$ cat config.mk
export PLATFORM = sky130hd
export DESIGN_NAME = blink_period_meter_flat
export DESIGN_NICKNAME = d
export VERILOG_FILES = /design/src/rtl/blink_meter_pkg.sv /design/src/rtl/blink_period_meter_if.sv /design/src/rtl/blink_debounce.sv /design/src/rtl/blink_period_meter.sv /design/src/flat_wrapper.sv
export SDC_FILE = /design/constraint.sdc
export NUM_CORES = 1
export LEC_CHECK = 0
export ABC_CLOCK_PERIOD_IN_PS = 3200
export BUFFER_PORTS_ARGS = -buffer_cell sky130_fd_sc_hd__buf_2
export CORE_ASPECT_RATIO = 0.9
export CORE_MARGIN = 2
export CORE_UTILIZATION = 40
export DETAILED_ROUTE_END_ITERATION = 10
export PLACE_DENSITY = 0.7
export SLEW_MARGIN = 20
export SYNTH_ARGS = -nofsm -noshare
export SYNTH_HDL_FRONTEND = slang
export SYNTH_SLANG_ARGS = --single-unit
$ cat constraint.sdc
create_clock -name clk -period 3.2 [get_ports clk]
set_input_delay 0.16 -clock clk [delete_from_list [all_inputs] [get_ports clk]]
set_output_delay 0.16 -clock clk [all_outputs]
set_load 0.005 [all_outputs]
$ cat src/rtl/blink_meter_pkg.sv
// blink_meter_pkg: FSM state encoding and default sizing for the blink period meter.
package blink_meter_pkg;
    typedef enum logic [1:0] {IDLE, ARMED, MEASURE, TIMEOUT} state_t;
    localparam int CNT_W_DEF = 27;
    localparam int MAX_PERIOD_DEF = 40000000;
endpackage

$ cat src/rtl/blink_period_meter_if.sv
// blink_period_meter_if: result handshake and status bundle of the blink period meter.
interface blink_period_meter_if import blink_meter_pkg::*; #(
    parameter int CNT_W = CNT_W_DEF
);
    logic meas_valid;
    logic meas_ready;
    logic [CNT_W-1:0] period;
    logic [CNT_W-1:0] high_time;
    logic overrun;
    logic stalled;
    modport master (output meas_valid, period, high_time, overrun, stalled, input meas_ready);
    modport slave (input meas_valid, period, high_time, overrun, stalled, output meas_ready);
endinterface

$ cat src/rtl/blink_debounce.sv
// blink_debounce: 2-flop synchronizer, plus a stability filter when BLINK_METER_DEBOUNCE_EN is defined.
module blink_debounce #(
    parameter int DEB_CYCLES = 16
) (
    input  logic clk,
    input  logic rst,
    input  logic din,
    output logic dout
);
    logic s1, s2;
    always_ff @(posedge clk) begin
        if (rst) begin
            s1 <= 1'b0;
            s2 <= 1'b0;
        end else begin
            s1 <= din;
            s2 <= s1;
        end
    end
`ifdef BLINK_METER_DEBOUNCE_EN
    localparam int W = $clog2(DEB_CYCLES + 1);
    logic [W-1:0] cnt;
    // cnt counts consecutive samples that disagree with the filtered output
    always_ff @(posedge clk) begin
        if (rst) begin
            cnt <= '0;
            dout <= 1'b0;
        end else if (s2 == dout) begin
            cnt <= '0;
        end else if (cnt == W'(DEB_CYCLES - 1)) begin
            cnt <= '0;
            dout <= s2;
        end else begin
            cnt <= cnt + 1'b1;
        end
    end
`else
    assign dout = s2;
`endif
endmodule

$ cat src/rtl/blink_period_meter.sv
// blink_period_meter: measures period and high time between rising edges of an async blink line.
// Optional input debounce filter is enabled by defining BLINK_METER_DEBOUNCE_EN.
module blink_period_meter import blink_meter_pkg::*; #(
    parameter int CNT_W = CNT_W_DEF,
    parameter int MAX_PERIOD = MAX_PERIOD_DEF,
    parameter int DEB_CYCLES = 16
) (
    input  logic clk,
    input  logic rst,
    input  logic blink_in,
    blink_period_meter_if.master m
);
    logic f, f_d, rise;
    state_t state;
    logic [CNT_W-1:0] period_cnt, high_cnt;
    blink_debounce #(.DEB_CYCLES(DEB_CYCLES)) u_deb (
        .clk(clk),
        .rst(rst),
        .din(blink_in),
        .dout(f)
    );
    assign rise = f & ~f_d;
    always_ff @(posedge clk) begin
        if (rst) begin
            state <= IDLE;
            f_d <= 1'b0;
            period_cnt <= '0;
            high_cnt <= '0;
            m.meas_valid <= 1'b0;
            m.period <= '0;
            m.high_time <= '0;
            m.overrun <= 1'b0;
            m.stalled <= 1'b0;
        end else begin
            f_d <= f;
            if (m.meas_valid && m.meas_ready) m.meas_valid <= 1'b0;
            case (state)
                IDLE: state <= ARMED;
                ARMED, TIMEOUT: begin
                    if (rise) begin
                        state <= MEASURE;
                        period_cnt <= CNT_W'(1);
                        high_cnt <= CNT_W'(1);
                        m.stalled <= 1'b0;
                    end
                end
                MEASURE: begin
                    // a capture takes priority over the handshake clear above
                    if (rise) begin
                        m.period <= period_cnt;
                        m.high_time <= high_cnt;
                        m.meas_valid <= 1'b1;
                        m.overrun <= m.overrun | (m.meas_valid & ~m.meas_ready);
                        period_cnt <= CNT_W'(1);
                        high_cnt <= CNT_W'(1);
                    end else if (period_cnt >= CNT_W'(MAX_PERIOD)) begin
                        state <= TIMEOUT;
                        m.stalled <= 1'b1;
                    end else begin
                        period_cnt <= period_cnt + 1'b1;
                        high_cnt <= high_cnt + CNT_W'(f);
                    end
                end
                default: state <= IDLE;
            endcase
        end
    end
endmodule

$ cat src/flat_wrapper.sv
// flat-port wrapper written by rule: the top's interface ports become plain ports
module blink_period_meter_flat import blink_meter_pkg::*;
#(
    parameter int CNT_W = CNT_W_DEF,
    parameter int MAX_PERIOD = MAX_PERIOD_DEF,
    parameter int DEB_CYCLES = 16
)
  (clk, rst, blink_in, m_meas_valid, m_period, m_high_time, m_overrun, m_stalled, m_meas_ready);
  blink_period_meter_if #(.CNT_W(CNT_W)) m_i ();
  input  logic clk;
  input  logic rst;
  input  logic blink_in;
  output wire logic [$bits(m_i.meas_valid)-1:0] m_meas_valid;
  output wire logic [$bits(m_i.period)-1:0] m_period;
  output wire logic [$bits(m_i.high_time)-1:0] m_high_time;
  output wire logic [$bits(m_i.overrun)-1:0] m_overrun;
  output wire logic [$bits(m_i.stalled)-1:0] m_stalled;
  input wire logic [$bits(m_i.meas_ready)-1:0] m_meas_ready;
  assign m_meas_valid = m_i.meas_valid;
  assign m_period = m_i.period;
  assign m_high_time = m_i.high_time;
  assign m_overrun = m_i.overrun;
  assign m_stalled = m_i.stalled;
  assign m_i.meas_ready = m_meas_ready;
  blink_period_meter #(.CNT_W(CNT_W), .MAX_PERIOD(MAX_PERIOD), .DEB_CYCLES(DEB_CYCLES)) u_core (.clk(clk), .rst(rst), .blink_in(blink_in), .m(m_i));
endmodule
==> key figures <==
Outcome
  • Outcome: finished, final reports clean

Power
  • Leakage: 0.00225 uW
  • Flop pwr share: 45.8%
  • Power, Total: 3180 uW
  • Sw Share: 21.1%
  • Power Internal: between 2000 and 3000 uW
  • Switching power: 672 uW
  • Peak supply drop: just under 0.3 mV
  • Power Dens Cells: roughly 550 nW/um^2
  • Combinational share of power: 2.0%
  • Clock network power share: 52.2%

Yosys
  • Synthesized area per cell: 7.89 um^2
  • Yosys top cell by area: dfxtp_1
  • Post-synthesis async set-or-reset flop share: 0%
  • Gate Count Post-Synth: 620
  • EDFF count, synth: 0
  • Netlist cell types: between 40 and 50
  • Area contributors post-synth: dfxtp_1, nand2_1, a21oi_1
  • Syn Nets: 628
  • Register area share after synthesis: 47.5%
  • Warnings, synthesis: 0
  • Synthesized cell area: 4890 um^2
  • Area fraction of the dominant cell type after synthesis: ~47%
  • Synth Flop Type: dfxtp_1
  • Register bit total from synthesis: 116

STA
  • Final Hold Vio Count: 0
  • WHS: roughly 0.047 ns
  • Final min period: 2.88 ns
  • Unrepaired setup endpoints after global routing: false
  • TNS Setup: 0 ns
  • Max Freq: 0.347 GHz
  • Max-slew violation count: 0
  • Final Cycle Share: 90.0%
  • Max-slew headroom: 41.6%
  • Final Setup Violations: 0
  • Clock skew: between 0.007 and 0.008 ns
  • Slew at the pin closest to its max-slew limit: 0.873 ns

Worst setup path
  • Crit path DAT: 3.20 ns
  • Critical Path Start Type: register
  • Crit-path max FO: 41
  • CP Capture Type: register
  • Crit path kind: reg2reg
  • Critical path required time: ~3.5 ns

CTS
  • Clock Tree Buf Depth: 2
  • H-tree depth: 4
  • Worst-path clk slew: 0.05 ns
  • CTS Buf Count: 17
  • Clock Latency Late Sink: between 0.4 and 0.5 ns
  • Clock tree from TritonCTS: done
  • Post-CTS setup repair buffer count: 0
  • Clock sink total: between 100 and 150
  • Root Driver: clkbuf_16

Floorplanning
  • Starting Density: 40.8%
  • Die X: approximately 120 um
  • Row count: 38
  • Die H: around 110 um
  • Top-level I/O count: ~60
  • Core footprint: 12000 um^2
  • Total die area: between 10000 and 15000 um^2

Finish
  • Most frequent cells in the layout: nand2_1, dfxtp_1, a21oi_1
  • Fin util: 48.7%
  • Fillers: 1203
  • Commonest non-fill, non-tap cell in the layout: nand2_1
  • Reg area: 2320 um^2
  • Multi-input combinational cell area: 2370 um^2
  • Nets: around 680
  • Share of cells above drive strength 1: 14.8%
  • # diodes: 0
  • Synthesis-to-layout area growth: 19.2%

Route
  • Vias: 4544
  • Wire per inst: 13.9 um
  • Pre-Repair DR Iteration Count: 5
  • Routed WL: 11700 um
  • DRT antenna net count: 0
  • Via density: 5.40
  • # DRC: 0
  • DR iter-0 viols: 308

Global routing
  • First-pass GRT wire length: approximately 19000 um
  • Initial antenna violation count: 0
  • Grt total ovfl: 0
  • Vias in the first global route: 4168
  • GRT Resource Usage Total: a little under a fifth
  • Largest net degree at the start of global routing: 66

Flow run
  • Max Cap Viol: 0

Placed design
  • HPWL after DPL: between 7000 and 8000 um
  • Gp weighted congestion: 0.842
  • PortBufs: 60

Min path
  • HP Class: in2reg
[power groups by stage]
| stage | Sequential (uW) | Clock (uW) | Combinational [uW] |
|---|---|---|---|
| 2_1_floorplan | 1490 | 0 | 49.8 |
| 3_3_place_gp | 1480 | 0 | 61.4 |
| 3_5_place_dp | 1480 | 0 | 63.0 |
| 4_1_cts | 1460 | 1690 | 63.9 |
| 5_1_grt | 1450 | 1760 | 70.7 |
| 6_report | 1460 | 1660 | 64.2 |
[critical path, stage by stage, from the launching register on]
cell      delay, ns
dfxtp_1        0.37
or4b_1         0.57
or3_4          0.40
a211oi_4       0.35
or2_1          0.31
o21ai_4        0.17
inv_4          0.37
o21ai_0        0.16
o31ai_1        0.09
[cell type report]
type / count / share of cell area, %
Clock buffer: 27 / 8.45
Clock inverter: 5 / 0.429
Inverter: 6 / 0.429
Multi-Input combinational cell: 458 / 40.7
Sequential cell: 116 / 39.8
Tap cell: 160 / 3.43
Timing Repair Buffer: 70 / 6.70
[cell usage after synthesis (all sizes together), types with 2 or more instances]
master / number
buf: 8
nor4: 5
nand2b: 3
nor3: 4
ha: 4
a21o: 3
nor2: 40
o21a: 2
a211oi: 2
nand3: 9
nand4: 13
inv: 6
and2: 3
nor2b: 6
and4: 8
or3: 2
o31ai: 5
and3: 18
a21oi: 78
clkbuf: 32
o21ai: 73
dfxtp: 116
nand4b: 2
nand2: 135
nor4b: 3
a31oi: 26
[stage by stage]
step           worst slack (ns)  instance area [um^2]  instances
2_1_floorplan             0.840                  4890        620
3_3_place_gp              0.433                  5300        809
3_5_place_dp              0.356                  5300        809
4_1_cts                   0.344                  5830        842
5_1_grt                   0.148                  5830        842
6_report                  0.321                  5830        842
[state kept, by name, indices dropped and copies added (netlist names), 2 cells and up]
name	flops
u_core.high_cnt	27
u_core.m.high_time	27
u_core.m.period	27
u_core.period_cnt	27
u_core.state	2
[path summary, 6_finish.rpt]
check,from,to,slack [ns],cells after the start
hold / removal,m_meas_ready,u_core.m.meas_valid$_SDFF_PP0_,0.05,3
setup reg to reg,u_core.period_cnt[13]$_SDFFE_PP0P_,u_core.period_cnt[13]$_SDFFE_PP0P_,0.32,8
setup / recovery,u_core.period_cnt[13]$_SDFFE_PP0P_,u_core.period_cnt[13]$_SDFFE_PP0P_,0.32,8
hold reg to reg,u_core.m.high_time[5]$_SDFFE_PP0P_,u_core.m.high_time[5]$_SDFFE_PP0P_,0.45,2
[metal layers]
metal	global-route usage, %	wire length, um	vias up
met1	25.0	5800	2108
met4	9.80	225	0
met5	0	0	-
li1	-	-	2290
met3	4.13	611	17
met2	27.1	5050	129
[what timing repair did]
action	in CTS	in global routing
hold endpoints to repair	1	0
resized for setup	0	0
hold buffers	1	0
[kinds of logic after synthesis]
family | share of synthesized area (%)
AOI/OAI and AO/OA | 22.5
adders and majority gates | 1.02
buffers and inverters | 4.19
DFF | 47.5
and+or+nand+nor | 24.8
No activity file was read; power rests on OpenSTA's default activity.
